**src/rtl/fetch_unit.sv**
```systemverilog
// rtl/fetch_unit.sv - MIPS instruction-fetch stage with IF/ID pipeline register
//
// Holds the PC and fetches from a variable-latency instruction memory over a
// req/ready handshake. Fetched words are delivered to decode through the IF/ID
// register. Branch/jump redirects from decode take effect after exactly one
// delay-slot instruction.
//
// Ports:
//   CLOCK                        in   rising-edge clock
//   RESET                        in   synchronous, active-high reset
//   Stall_IN                     in   hazard stall, IF/ID holds while high
//   AltPC_IN[31:0]               in   redirect target from decode
//   AltPCEnable_IN               in   decode holds a taken branch/jump
//   InstrAddr_OUT[31:0]          out  fetch address (the PC register)
//   InstrReq_OUT                 out  fetch request
//   InstrReady_IN                in   memory completes the request this cycle
//   InstrData_IN[31:0]           in   fetched word, valid on req & ready
//   Instruction_OUT[31:0]        out  IF/ID instruction (bubble = 0)
//   InstructionAddressPlus4_OUT  out  IF/ID fetch address + 4 (bubble = 0)

module fetch_unit #(
  parameter logic [31:0] RESET_PC = 32'h0040_0000
) (
  input  logic        CLOCK,
  input  logic        RESET,
  input  logic        Stall_IN,
  input  logic [31:0] AltPC_IN,
  input  logic        AltPCEnable_IN,
  output logic [31:0] InstrAddr_OUT,
  output logic        InstrReq_OUT,
  input  logic        InstrReady_IN,
  input  logic [31:0] InstrData_IN,
  output logic [31:0] Instruction_OUT,
  output logic [31:0] InstructionAddressPlus4_OUT
);

  typedef enum logic {
    FETCH = 1'b0,
    HOLD  = 1'b1
  } stateType;

  stateType    state;
  logic [31:0] pc;
  logic [31:0] bufInstr;
  logic [31:0] bufPc4;
  logic [31:0] pendingPc;
  logic        pendingValid;
  logic [31:0] instrReg;
  logic [31:0] pc4Reg;

  logic [31:0] pcPlus4;
  logic        fire;
  logic        redir;

  assign pcPlus4 = pc + 32'd4;

  // No request is issued while parked in HOLD or during reset, so a ready
  // seen in a reset cycle can never complete a fetch.
  assign InstrReq_OUT = (state == FETCH) & ~RESET;
  assign fire         = InstrReq_OUT & InstrReady_IN;

  // A stalled branch is still in decode next cycle; counting the redirect only
  // when decode advances keeps it from being applied twice.
  assign redir = AltPCEnable_IN & ~Stall_IN;

  assign InstrAddr_OUT               = pc;
  assign Instruction_OUT             = instrReg;
  assign InstructionAddressPlus4_OUT = pc4Reg;

  always_ff @(posedge CLOCK) begin
    if (RESET) begin
      state        <= FETCH;
      pc           <= RESET_PC;
      bufInstr     <= 32'h0;
      bufPc4       <= 32'h0;
      pendingPc    <= 32'h0;
      pendingValid <= 1'b0;
      instrReg     <= 32'h0;
      pc4Reg       <= 32'h0;
    end else begin
      unique case (state)
        FETCH: begin
          if (fire) begin
            // The word fetched now is the delay slot of any redirect that is
            // current or deferred, so the target becomes the next PC.
            if (redir) begin
              pc <= AltPC_IN;
            end else if (pendingValid) begin
              pc <= pendingPc;
            end else begin
              pc <= pcPlus4;
            end
            pendingValid <= 1'b0;

            if (Stall_IN) begin
              // Decode cannot take the word yet; park it and stop requesting.
              bufInstr <= InstrData_IN;
              bufPc4   <= pcPlus4;
              state    <= HOLD;
            end else begin
              instrReg <= InstrData_IN;
              pc4Reg   <= pcPlus4;
            end
          end else begin
            if (!Stall_IN) begin
              instrReg <= 32'h0;
              pc4Reg   <= 32'h0;
            end
            // The delay slot has not arrived yet; remember the target and keep
            // the PC on the delay-slot address.
            if (redir) begin
              pendingPc    <= AltPC_IN;
              pendingValid <= 1'b1;
            end
          end
        end

        HOLD: begin
          if (!Stall_IN) begin
            instrReg <= bufInstr;
            pc4Reg   <= bufPc4;
            state    <= FETCH;
            // The buffered word is the delay slot and the PC already points
            // past it, so the target can be taken directly.
            if (redir) begin
              pc <= AltPC_IN;
            end
          end
        end
      endcase
    end
  end

endmodule

```
**config.mk**
```make
export PLATFORM = sky130hd
export DESIGN_NAME = fetch_unit
export DESIGN_NICKNAME = d
export VERILOG_FILES = /design/src/rtl/fetch_unit.sv
export SDC_FILE = /design/constraint.sdc
export NUM_CORES = 1
export LEC_CHECK = 0
export BUFFER_PORTS_ARGS = -buffer_cell sky130_fd_sc_hd__buf_2
export CORE_UTILIZATION = 30
export DETAILED_ROUTE_END_ITERATION = 8
export PLACE_DENSITY = 0.53
export REMOVE_ABC_BUFFERS = 1
export SYNTH_ARGS = -nofsm -noshare
export SYNTH_HDL_FRONTEND = slang
export SYNTH_SLANG_ARGS = --single-unit
export TNS_END_PERCENT = 100
```
**constraint.sdc**
```tcl
create_clock -name CLOCK -period 2.12 [get_ports CLOCK]
set_clock_uncertainty 0.15 [all_clocks]
set_input_delay 0.636 -clock CLOCK [delete_from_list [all_inputs] [get_ports CLOCK]]
set_output_delay 0.636 -clock CLOCK [all_outputs]
set_load 0.01 [all_outputs]
```
Word-level counts from Yosys, hierarchy flattened:

Index checks and enable logic that the tools add are counted.

* register bits after elaboration: 194
* input bits: 69
* output and inout port bits: 97
* word-level logic and storage cells: 46

* $add $sub $neg: 1
* equality and inequality tests: 4
* muxes and demuxes: 20
* bitwise gates (word level): 7
* reduce and logical (&&, ||, !) cells: 6

Operators by type and width (count)
* $mux 32: 12
* $pmux 32 s2: 3
* $add 32x3->32 const B: 1
* $reduce_and 3->1: 3
* $ne 2x2->1 const B: 3
* $mux 1: 4
* $not 1->1: 4
* $reduce_and 2->1: 2
* $and 1x1->1: 3
* $ne 2x1->1 const B: 1
* $pmux 1 s2: 1
* $reduce_bool 2->1: 1

Longest topological paths before layout:

Gate-level depths: netlist of run 1.

* word-level depth: 5
* mapped depth: 8
* gate-level depth less buffers: 6

Least setup slack after synthesis of run 1:

Ideal clock, no wire load.

* path kind: input to output
* from: input port RESET
* to: output port InstrReq_OUT
* arrival time: 1.597 ns
* required time: 1.334 ns
* path slack: -0.263 ns
* stages: 4
* buffers on the path: 3
* path through: clkbuf_1 clkbuf_1 buf_1 nor2_1

* cells in the longest elaborated chain, start to end: 2

Ends and longest elaborated chain
* start: declaration: line 25 `input logic RESET,`
* $not 1->1: line 59 `assign InstrReq_OUT = (state == FETCH) & ~RESET;`
* $and 1x1->1: line 59
* end: declaration: line 30 `output logic InstrReq_OUT,`

No other way between the ends.

Worst setup path after layout of run 1:

* from: register state
* to: output port InstrReq_OUT

* cells in the longest elaborated chain, start to end: 2

Ends and longest elaborated chain
* start: declaration: line 42 `stateType state;`
* start signal: assignment: line 72 `state <= FETCH;`
* start signal: assignment: line 99 `state <= HOLD;`
* start signal: assignment: line 122 `state <= FETCH;`
* $not 1->1 (no source line)
* $and 1x1->1: line 59

No other way between the ends.

==> run summary, run 1 <==
outcome = finished, final reports clean
multiplexer share of the synthesized area = 0.464%
num rows = 62
post-synth top area cell = dfxtp_1
HP Class = input pin to flop
area occupied by multi-input gates = 4590 µm²
top-count cell post-synth = dfxtp_1
Slew @ Worst Pin = 0.464 ns
Routed WL = 29.5 mm
drt via density = 5.03
First-pass DRT Iterations = 5
asr flop ratio synth = 0%
Clock Sink Count = 194
Max Transition Viols Final = 0
RSZ-0062 raised after global routing = no
die width = 174 µm
main combinational cell family by area after synthesis = simple AND/OR/NAND/NOR gates
clock share of power = 38.5%
CTS tree = built
Final Power = 8210 µW
PortBufs = 165
Cell Area, Synth = 8900 µm²
gpl congestion = 0.818
Routed Antenna Nets = 0
P&R area growth vs syn = 30.1%
first-pass GRT wire length = 46.0 mm
register area share after synthesis = 43.6%
Setup violations, final = 0
ys flop type = dfxtp_1
via count = 8782
GRT overflow = 0
DP Wirelength = 19.9 mm
Reg power frac = 47.4%
H-tree depth = 4
clk_lat worst skew = 0.44 ns
Fmax achieved = 0.488 GHz
Post-CTS Hold Fix Bufs = 0
Lkg Pwr = 0.00457 µW
final setup margin = 0.0723 ns
vias in the first global route = 7938
Synth Instances = 1148
CP Class = flop to output pin
Post-synth top cells = 194 x dfxtp_1, 189 x nand2_1, 167 x a21oi_1
post-route setup TNS = 0 ns
CP endpoint kind = output pin
main area contributors after synthesis = dfxtp_1 44%, a21oi_1 9.4%, nand2_1 8.0%, nor2_1 5.0%, a22oi_1 3.0%
post-placement setup slack = -0.284 ns
VDD IR-drop max = 0.000525 V
final hold violation count = 0
largest net degree at the start of global routing = 87
EDFF count, synth = 0
CP startpoint kind = flop
Max clock buf depth = 2
FF+latch area = 3900 µm²
drt wl/cell = 16.9 µm
syn avg cell area = 7.76 µm²
period utilisation layout = 96.6%
core area = 28900 µm²
pwr dens = 709 nW/µm²
post-synthesis simple-gate area fraction = 24.9%
switching pwr = 2360 µW
Crit path arrival time = 1.26 ns
combinational power share = 14.2%
Ant. Diodes = 0
max-cap viol count = 0
DR iter-0 viols = 559
layout cell share with drive strength beyond 1 = 25.8%
post-route DRC violation count = 0
CTS buffer count = 17
GRT Overall Usage = 19.3%
distinct cell type count after synthesis = 60
P_int = 5850 µW
Worst-path clk slew = 0.08 ns
Switching Share = 28.8%
Starting Density = 30.8%
initial antenna violation count = 0
#FFs+latches synth = 194
adder-cell share of the synthesized area = 0.141%
Min Clock Period, post-route = 2.05 ns
crit path max fanout = 16
final net count = 1419
Finished Core Util = 40.0%
Synth top area share = 43.6%
xor/xnor share of the synthesized area = 1.77%
CP required = 1.33 ns
root buf cell = clkbuf_16
Worst slew margin = 68.7%
die footprint = 30400 µm²
Ys Warns = 0
compound-gate portion of the synthesized area = 23.3%
Fin Hold WS = 0.286 ns
chip height = 174 µm
fill count = 3051
# IOs = 166
metal layers:
layer / wire (µm) / vias up / global-route usage (%) / share of wire [%]
met5: 0 / - / 0 / 0
met4: 399 / 0 / 4.82 / 1.4
met3: 1500 / 25 / 3.32 / 5.1
met2: 13700 / 246 / 31.3 / 46
met1: 14000 / 4086 / 26.5 / 47
li1: - / 4425 / - / -
area by class of cell:
cell class                      instances  area share (%)
Inverter                               25           0.810
Multi-Input combinational cell        830            39.6
Clock buffer                           18            3.79
Sequential cell                       194            33.6
Clock inverter                         14            1.06
Tap cell                              384            4.15
Timing Repair Buffer                  281            16.9
state kept, by name, indices dropped and copies added (netlist names):
signal                       cells
pendingPc                       32
InstrAddr_OUT                   32
bufPc4                          32
pendingValid                     1
Instruction_OUT                 32
bufInstr                        32
InstructionAddressPlus4_OUT     32
state                            1
path summary, 6_finish.rpt:
check                                 startpoint                end  slack [ns]  cells past startpoint
worst max-delay path                       state       InstrReq_OUT        0.07                      3
worst min register to register      pendingPc[5]       pendingPc[5]        0.30                      2
worst max register to register  InstrAddr_OUT[2]  InstrAddr_OUT[30]        0.08                      7
worst min-delay path                AltPC_IN[25]      pendingPc[25]        0.29                      3
worst max-delay path, cell delays in order (launching register included):
cell	delay, ns
dfxtp_4	0.46
buf_16	0.18
nor2_1	0.05
buf_2	0.14
cells in the final DEF (no fill, tap or decap), types with 7 or more instances in the layout:
cell type  synthesis  routed
clkbuf_16          0      17
buf_4              7      97
a31o_2             8       8
o211ai_1           8       8
xnor2_1           10      10
buf_2             10     163
a221oi_1          19      19
inv_1             25      25
a22oi_1           36      36
nand4_1           10      10
and3_1             7       7
nand3_1           27      27
o21ai_0           34      34
nor2_1           118     117
nor3_1            51      50
buf_12             0      14
nand2_1          189     187
nor2b_1           14      14
a21oi_1          167     166
xor2_1             8       8
dfxtp_1          194     188
nand2b_1          12      12
a211oi_1          18      18
power groups by stage:
stage	clock (µW)	sequential [µW]	combinational, µW
after floorplan	0	4030	440
after global placement	0	3970	1140
after detailed placement	0	3970	1140
after CTS	3260	3890	1170
after global routing	3410	3910	1280
final	3160	3890	1160
cells by family (layout without fill, tap and decap cells):
group / Yosys count / count (layout)
AO/OA/AOI/OAI: 335 / 335
XOR/XNOR: 18 / 18
adder cells (fa/ha/maj): 1 / 1
buffers and inverters: 124 / 338
flip-flops: 194 / 194
multiplexers: 4 / 4
AND/OR/NAND/NOR: 472 / 472
metrics by stage:
stage	cell area, µm²	std cells
after floorplan	8490	1049
after global placement	10900	1709
after detailed placement	10900	1709
after CTS	11500	1743
after global routing	11600	1746
final	11600	1746
repair_timing:
action                                  in CTS  in global routing
gates resized for setup                      4                 20
pin swaps                                    1                  3
cloned                                       2                  1
endpoints found under the setup margin       3                 25
buffers inserted                             0                  2
Note: power is estimated with default switching activity, not from simulation.
==> run 2: changes to the inputs <==
CORE_MARGIN = 5   (was default)
HOLD_SLACK_MARGIN = 0.02   (was default)
==> run 2 against run 1 <==
Global-route usage is 1.7 points lower. Fmax is 1.2% lower. Worst hold slack better by 0.0028 ns. Sequential share of layout area is 0.088 points lower. Combinational power hardly changed. Critical path type is now flop to flop.
==> run summary, run 2 (same netlist as run 1, synthesis figures left out) <==
flop2flop setup slack = 0.05 ns (was 0.08 ns)
Switching Share = 28.0% (was 28.8%)
# IOs = 166 (unchanged)
Ant. Diodes = 0 (unchanged)
Reg power frac = 46.2% (was 47.4%)
GRT Overall Usage = 17.6% (was 19.3%)
CP Class = flop to flop (was flop to output pin)
num rows = 63 (was 62)
RSZ-0062 raised after global routing = yes (was no)
initial antenna violation count = 0 (unchanged)
Routed WL = 29.8 mm (was 29.5 mm)
max-cap viol count = 0 (unchanged)
Finished Core Util = 39.5% (was 40.0%)
R2R Path Start = InstrAddr_OUT[2] (unchanged)
final net count = 1423 (was 1419)
FF-to-FF End = InstrAddr_OUT[30] (unchanged)
post-route DRC violation count = 0 (unchanged)
CTS buffer count = 17 (unchanged)
root buf cell = clkbuf_16 (unchanged)
GRT overflow = 0 (unchanged)
Worst slew margin = 58.0% (was 68.7%)
core area = 29500 µm² (was 28900 µm²)
layout cell share with drive strength beyond 1 = 27.1% (was 25.8%)
Max Transition Viols Final = 0 (unchanged)
Fin Hold WS = 0.289 ns (was 0.286 ns)
Hold Path Cell Cnt = 3 (unchanged)
CP required = 2.33 ns (was 1.33 ns)
P_int = 6060 µW (was 5850 µW)
via count = 8776 (was 8782)
H-tree depth = 4 (unchanged)
Crit path arrival time = 2.28 ns (was 1.26 ns)
Hold EP = pendingPc[23] (was pendingPc[25])
crit path max fanout = 5 (was 16)
chip height = 182 µm (was 174 µm)
Min Clock Period, post-route = 2.07 ns (was 2.05 ns)
post-placement setup slack = -0.306 ns (was -0.284 ns)
clk_lat worst skew = 0.44 ns (about the same)
First-pass DRT Iterations = 5 (unchanged)
PortBufs = 165 (unchanged)
die width = 182 µm (was 174 µm)
Post-CTS Hold Fix Bufs = 0 (unchanged)
Clock Sink Count = 194 (unchanged)
first-pass GRT wire length = 46.7 mm (was 46.0 mm)
drt via density = 5.00 (was 5.03)
commonest non-fill, non-tap cell in the layout = nand2_1 (was dfxtp_1)
period utilisation layout = 97.8% (was 96.6%)
placed cell count = 1718 (was 1709)
Fmax achieved = 0.482 GHz (was 0.488 GHz)
HP Class = input pin to flop (unchanged)
final hold violation count = 0 (unchanged)
largest net degree at the start of global routing = 77 (was 87)
gpl congestion = 0.911 (was 0.818)
P&R area growth vs syn = 30.8% (was 30.1%)
most frequent cells in the layout = 186 x nand2_1, 182 x dfxtp_1, 165 x a21oi_1, 163 x buf_2, 117 x nor2_1 (was 188 x dfxtp_1, 187 x nand2_1, 166 x a21oi_1, 163 x buf_2, 117 x nor2_1)
outcome = finished, final reports clean (unchanged)
Worst-path clk slew = 0.08 ns (about the same)
clock share of power = 40.0% (was 38.5%)
Reg2Reg Depth = 7 (unchanged)
Lkg Pwr = 0.00461 µW (was 0.00457 µW)
Routed Antenna Nets = 0 (unchanged)
CP endpoint kind = flop (was output pin)
switching pwr = 2360 µW (about the same)
Max clock buf depth = 2 (unchanged)
vias in the first global route = 8129 (was 7938)
DP Wirelength = 21.4 mm (was 19.9 mm)
Slew @ Worst Pin = 0.630 ns (was 0.464 ns)
DR iter-0 viols = 480 (was 559)
final setup margin = 0.0472 ns (was 0.0723 ns)
Final Power = 8420 µW (was 8210 µW)
Starting Density = 30.2% (was 30.8%)
Post-Layout Cell Count = 1756 (was 1746)
drt wl/cell = 17.0 µm (was 16.9 µm)
Setup violations, final = 0 (unchanged)
CTS tree = built (unchanged)
combinational power share = 13.8% (was 14.2%)
min-delay src = AltPC_IN[23] (was AltPC_IN[25])
VDD IR-drop max = 0.000546 V (was 0.000525 V)
pwr dens = 723 nW/µm² (was 709 nW/µm²)
die footprint = 33200 µm² (was 30400 µm²)
CP startpoint kind = flop (unchanged)
==> run 2: how the worst max path moves through the flow <==
stage,cells after the start,to,start
after global placement,7,InstrAddr_OUT[18],AltPCEnable_IN
after CTS,6,InstrAddr_OUT[30],InstrAddr_OUT[9]
after global routing,7,InstrAddr_OUT[30],InstrAddr_OUT[2]
final,7,InstrAddr_OUT[30],InstrAddr_OUT[2]
after floorplan,5,InstrAddr_OUT[29],state
after detailed placement,7,InstrAddr_OUT[20],AltPCEnable_IN
==> run 2: area by class of cell <==
class	instances	area (µm²)
Clock buffer	19	443
Clock inverter	13	149
Fill cell	3101	17800
Inverter	25	93.8
Multi-Input combinational cell	830	4630
Sequential cell	194	3910
Tap cell	390	488
Timing Repair Buffer	285	1940
==> run 2: per-stage QoR <==
| stage | setup TNS [ns] | cell area, µm² |
|---|---|---|
| floorplan | -355.90 | 8490 |
| global placement | -8.73 | 10900 |
| detailed placement | -10.66 | 10900 |
| CTS | 0 | 11500 |
| global route | -0.0111 | 11600 |
| finish | 0 | 11600 |
==> run 2: power by group through the flow <==
| stage | Combinational (µW) | Clock [µW] | Sequential [µW] |
|---|---|---|---|
| 3_5_place_dp | 1160 | 0 | 3970 |
| 4_1_cts | 1160 | 3470 | 3890 |
| 5_1_grt | 1280 | 3620 | 3910 |
| 2_1_floorplan | 440 | 0 | 4030 |
| 6_report | 1160 | 3370 | 3890 |
| 3_3_place_gp | 1150 | 0 | 3970 |
==> run 2: timing repair <==
item | in CTS | in global routing
setup endpoints to repair | 6 | 27
buffers inserted | 2 | 4
pin swaps | 1 | 6
gates resized for setup | 4 | 34
==> run 2: per-layer routing <==
metal  vias up  track usage (%)  wire length (µm)
met5         -                0                 0
met4         0             5.16               618
met3        29             3.01              1490
met2       218             28.0             13800
met1      4092             24.6             13900
li1       4437                -                 -
==> run 2: critical path: stages (launching register included) <==
cell,delay (ns)
dfxtp_4,0.37
ha_4,0.15
nand2_4,0.06
nor4_4,0.31
buf_6,0.17
nand3_4,0.08
or4_4,0.52
a41oi_2,0.18
==> run 3: changes to the inputs <==
CTS_BUF_LIST = sky130_fd_sc_hd__clkbuf_2   (was default)
==> run 3 against run 2 <==
The flow now finishes with violations (setup timing). Total power fell by 12%. Sequential power barely moved. Register-to-register slack worse by 0.097 ns. Design area up 16%. Critical path depth decreased by 5. Largest cell class unchanged. Via count is 7.0% higher. Clock-buffer cell count shrank 1. Critical endpoint is now InstrAddr_OUT[21]. Core utilization up 6.4 points. Global-route usage increased by 0.89 points. Die area did not move.
==> run summary, run 3 (same netlist as run 1, synthesis figures left out) <==
Routed Antenna Nets = 0 (unchanged)
CP startpoint kind = flop (unchanged)
Hold Path Cell Cnt = 4 (was 3)
post-placement setup slack = -0.306 ns (unchanged)
fill count = 2888 (was 3101)
die footprint = 33200 µm² (unchanged)
gpl congestion = 0.911 (unchanged)
GRT overflow = 0 (unchanged)
pwr dens = 546 nW/µm² (was 723 nW/µm²)
GRT Overall Usage = 18.5% (was 17.6%)
combinational power share = 20.4% (was 13.8%)
drt wl/cell = 16.9 µm (was 17.0 µm)
Min Clock Period, post-route = 2.25 ns (was 2.07 ns)
Routed WL = 31.9 mm (was 29.8 mm)
# IOs = 166 (unchanged)
CTS tree = built (unchanged)
Post-Layout Cell Count = 1884 (was 1756)
P&R area growth vs syn = 52.1% (was 30.8%)
H-tree depth = 4 (unchanged)
Max clock buf depth = 2 (unchanged)
commonest non-fill, non-tap cell in the layout = nand2_1 (unchanged)
crit path max fanout = 2 (was 5)
Max Transition Viols Final = 0 (unchanged)
CP Class = flop to output pin (was flop to flop)
initial antenna violation count = 1 (was 0)
Worst-path clk slew = 0.34 ns (was 0.08 ns)
root buf cell = clkbuf_2 (was clkbuf_16)
core area = 29500 µm² (unchanged)
final hold violation count = 0 (unchanged)
chip height = 182 µm (unchanged)
DR iter-0 viols = 555 (was 480)
final net count = 1549 (was 1423)
CP required = 1.33 ns (was 2.33 ns)
First-pass DRT Iterations = 5 (unchanged)
Setup violations, final = 29 (was 0)
layout cell share with drive strength beyond 1 = 36.9% (was 27.1%)
CTS buffer count = 17 (unchanged)
num rows = 63 (unchanged)
max-cap viol count = 0 (unchanged)
placed cell count = 1718 (unchanged)
final setup margin = -0.126 ns (was 0.0472 ns)
Starting Density = 30.2% (unchanged)
RSZ-0062 raised after global routing = yes (unchanged)
Crit path arrival time = 1.46 ns (was 2.28 ns)
Slew @ Worst Pin = 0.633 ns (was 0.630 ns)
Switching Share = 30.9% (was 28.0%)
Worst slew margin = 57.8% (was 58.0%)
PortBufs = 165 (unchanged)
HP Class = input pin to flop (unchanged)
Lkg Pwr = 0.00525 µW (was 0.00461 µW)
Reg power frac = 52.9% (was 46.2%)
die width = 182 µm (unchanged)
vias in the first global route = 8797 (was 8129)
P_int = 5110 µW (was 6060 µW)
via count = 9387 (was 8776)
clk_lat worst skew = 0.82 ns (was 0.44 ns)
first-pass GRT wire length = 49.3 mm (was 46.7 mm)
most frequent cells in the layout = 187 x nand2_1, 159 x a21oi_1, 134 x buf_4, 129 x buf_6, 113 x nor2_1 (was 186 x nand2_1, 182 x dfxtp_1, 165 x a21oi_1, 163 x buf_2, 117 x nor2_1)
Clock Sink Count = 194 (unchanged)
DP Wirelength = 21.4 mm (unchanged)
violated checks = setup timing
VDD IR-drop max = 0.000264 V (was 0.000546 V)
switching pwr = 2280 µW (was 2360 µW)
period utilisation layout = 106% (was 97.8%)
Reg2Reg Depth = 7 (unchanged)
Fmax achieved = 0.445 GHz (was 0.482 GHz)
CP endpoint kind = output pin (was flop)
outcome = complete, but fails checks (was finished, final reports clean)
drt via density = 4.98 (was 5.00)
post-route DRC violation count = 0 (unchanged)
clock share of power = 26.7% (was 40.0%)
largest net degree at the start of global routing = 77 (unchanged)
-- run 3: layout make-up --
class | count | area, µm² | share of cell area, %
multi-input cells | 830 | 4900 | 36.2
repair buffers | 411 | 3780 | 27.9
clock inverters | 14 | 153 | 1.13
inverters | 25 | 93.8 | 0.693
clock buffers | 18 | 90.1 | 0.665
flip-flops and latches | 194 | 4040 | 29.8
diodes | 2 | 5.00 | 0.0369
well taps | 390 | 488 | 3.60
-- run 3: per-stage QoR --
step / area (µm²) / power, µW / utilization (%) / setup TNS (ns) / hold WS (ns)
3_5_place_dp: 10900 / 5130 / 36.9 / -10.66 / 0.292
4_1_cts: 13100 / 7440 / 44.6 / -8.69 / 0.175
3_3_place_gp: 10900 / 5120 / 36.9 / -8.73 / 0.286
6_report: 13500 / 7390 / 46.0 / -1.42 / 0.260
5_1_grt: 13500 / 7750 / 46.0 / -11.66 / 0.196
2_1_floorplan: 8490 / 4470 / - / -355.90 / 0.275
-- run 3: path summary, 6_finish.rpt --
check / from / to / slack [ns]
max: InstrAddr_OUT[21] / InstrAddr_OUT[21] / -0.13
min: RESET / InstrAddr_OUT[26] / 0.26
max reg2reg: InstrAddr_OUT[22] / InstrAddr_OUT[26] / -0.05
min reg2reg: pendingPc[5] / pendingPc[5] / 0.32
-- run 3: what timing repair did --
action                     in CTS  in global routing
hold endpoints to repair      124                  0
resized for setup             279                 68
setup buffers                  54                 16
hold buffers                   65                  0
pin swaps                      10                 34
setup endpoints to repair     112                142
-- run 3: routing by layer --
metal / share of wire, % / GRT usage, % / vias up / wire [µm]
met5: 0 / 0 / - / 0
met4: 2.1 / 5.25 / 0 / 670
met3: 5.2 / 2.79 / 34 / 1650
met2: 48 / 30.7 / 263 / 15300
met1: 45 / 25.1 / 4406 / 14300
li1: - / - / 4684 / -
-- run 3: critical path: stages (launching register included) --
cell	delay, ns
dfxtp_2	0.41
buf_6	0.12
buf_6	0.11
-- run 3: power by group through the flow --
stage               registers, µW  logic, µW  clock network, µW
detailed placement           3970       1160                  0
CTS                          3910       1460               2070
global placement             3970       1150                  0
global route                 3930       1640               2190
floorplan                    4030        440                  0
finish                       3910       1510               1980
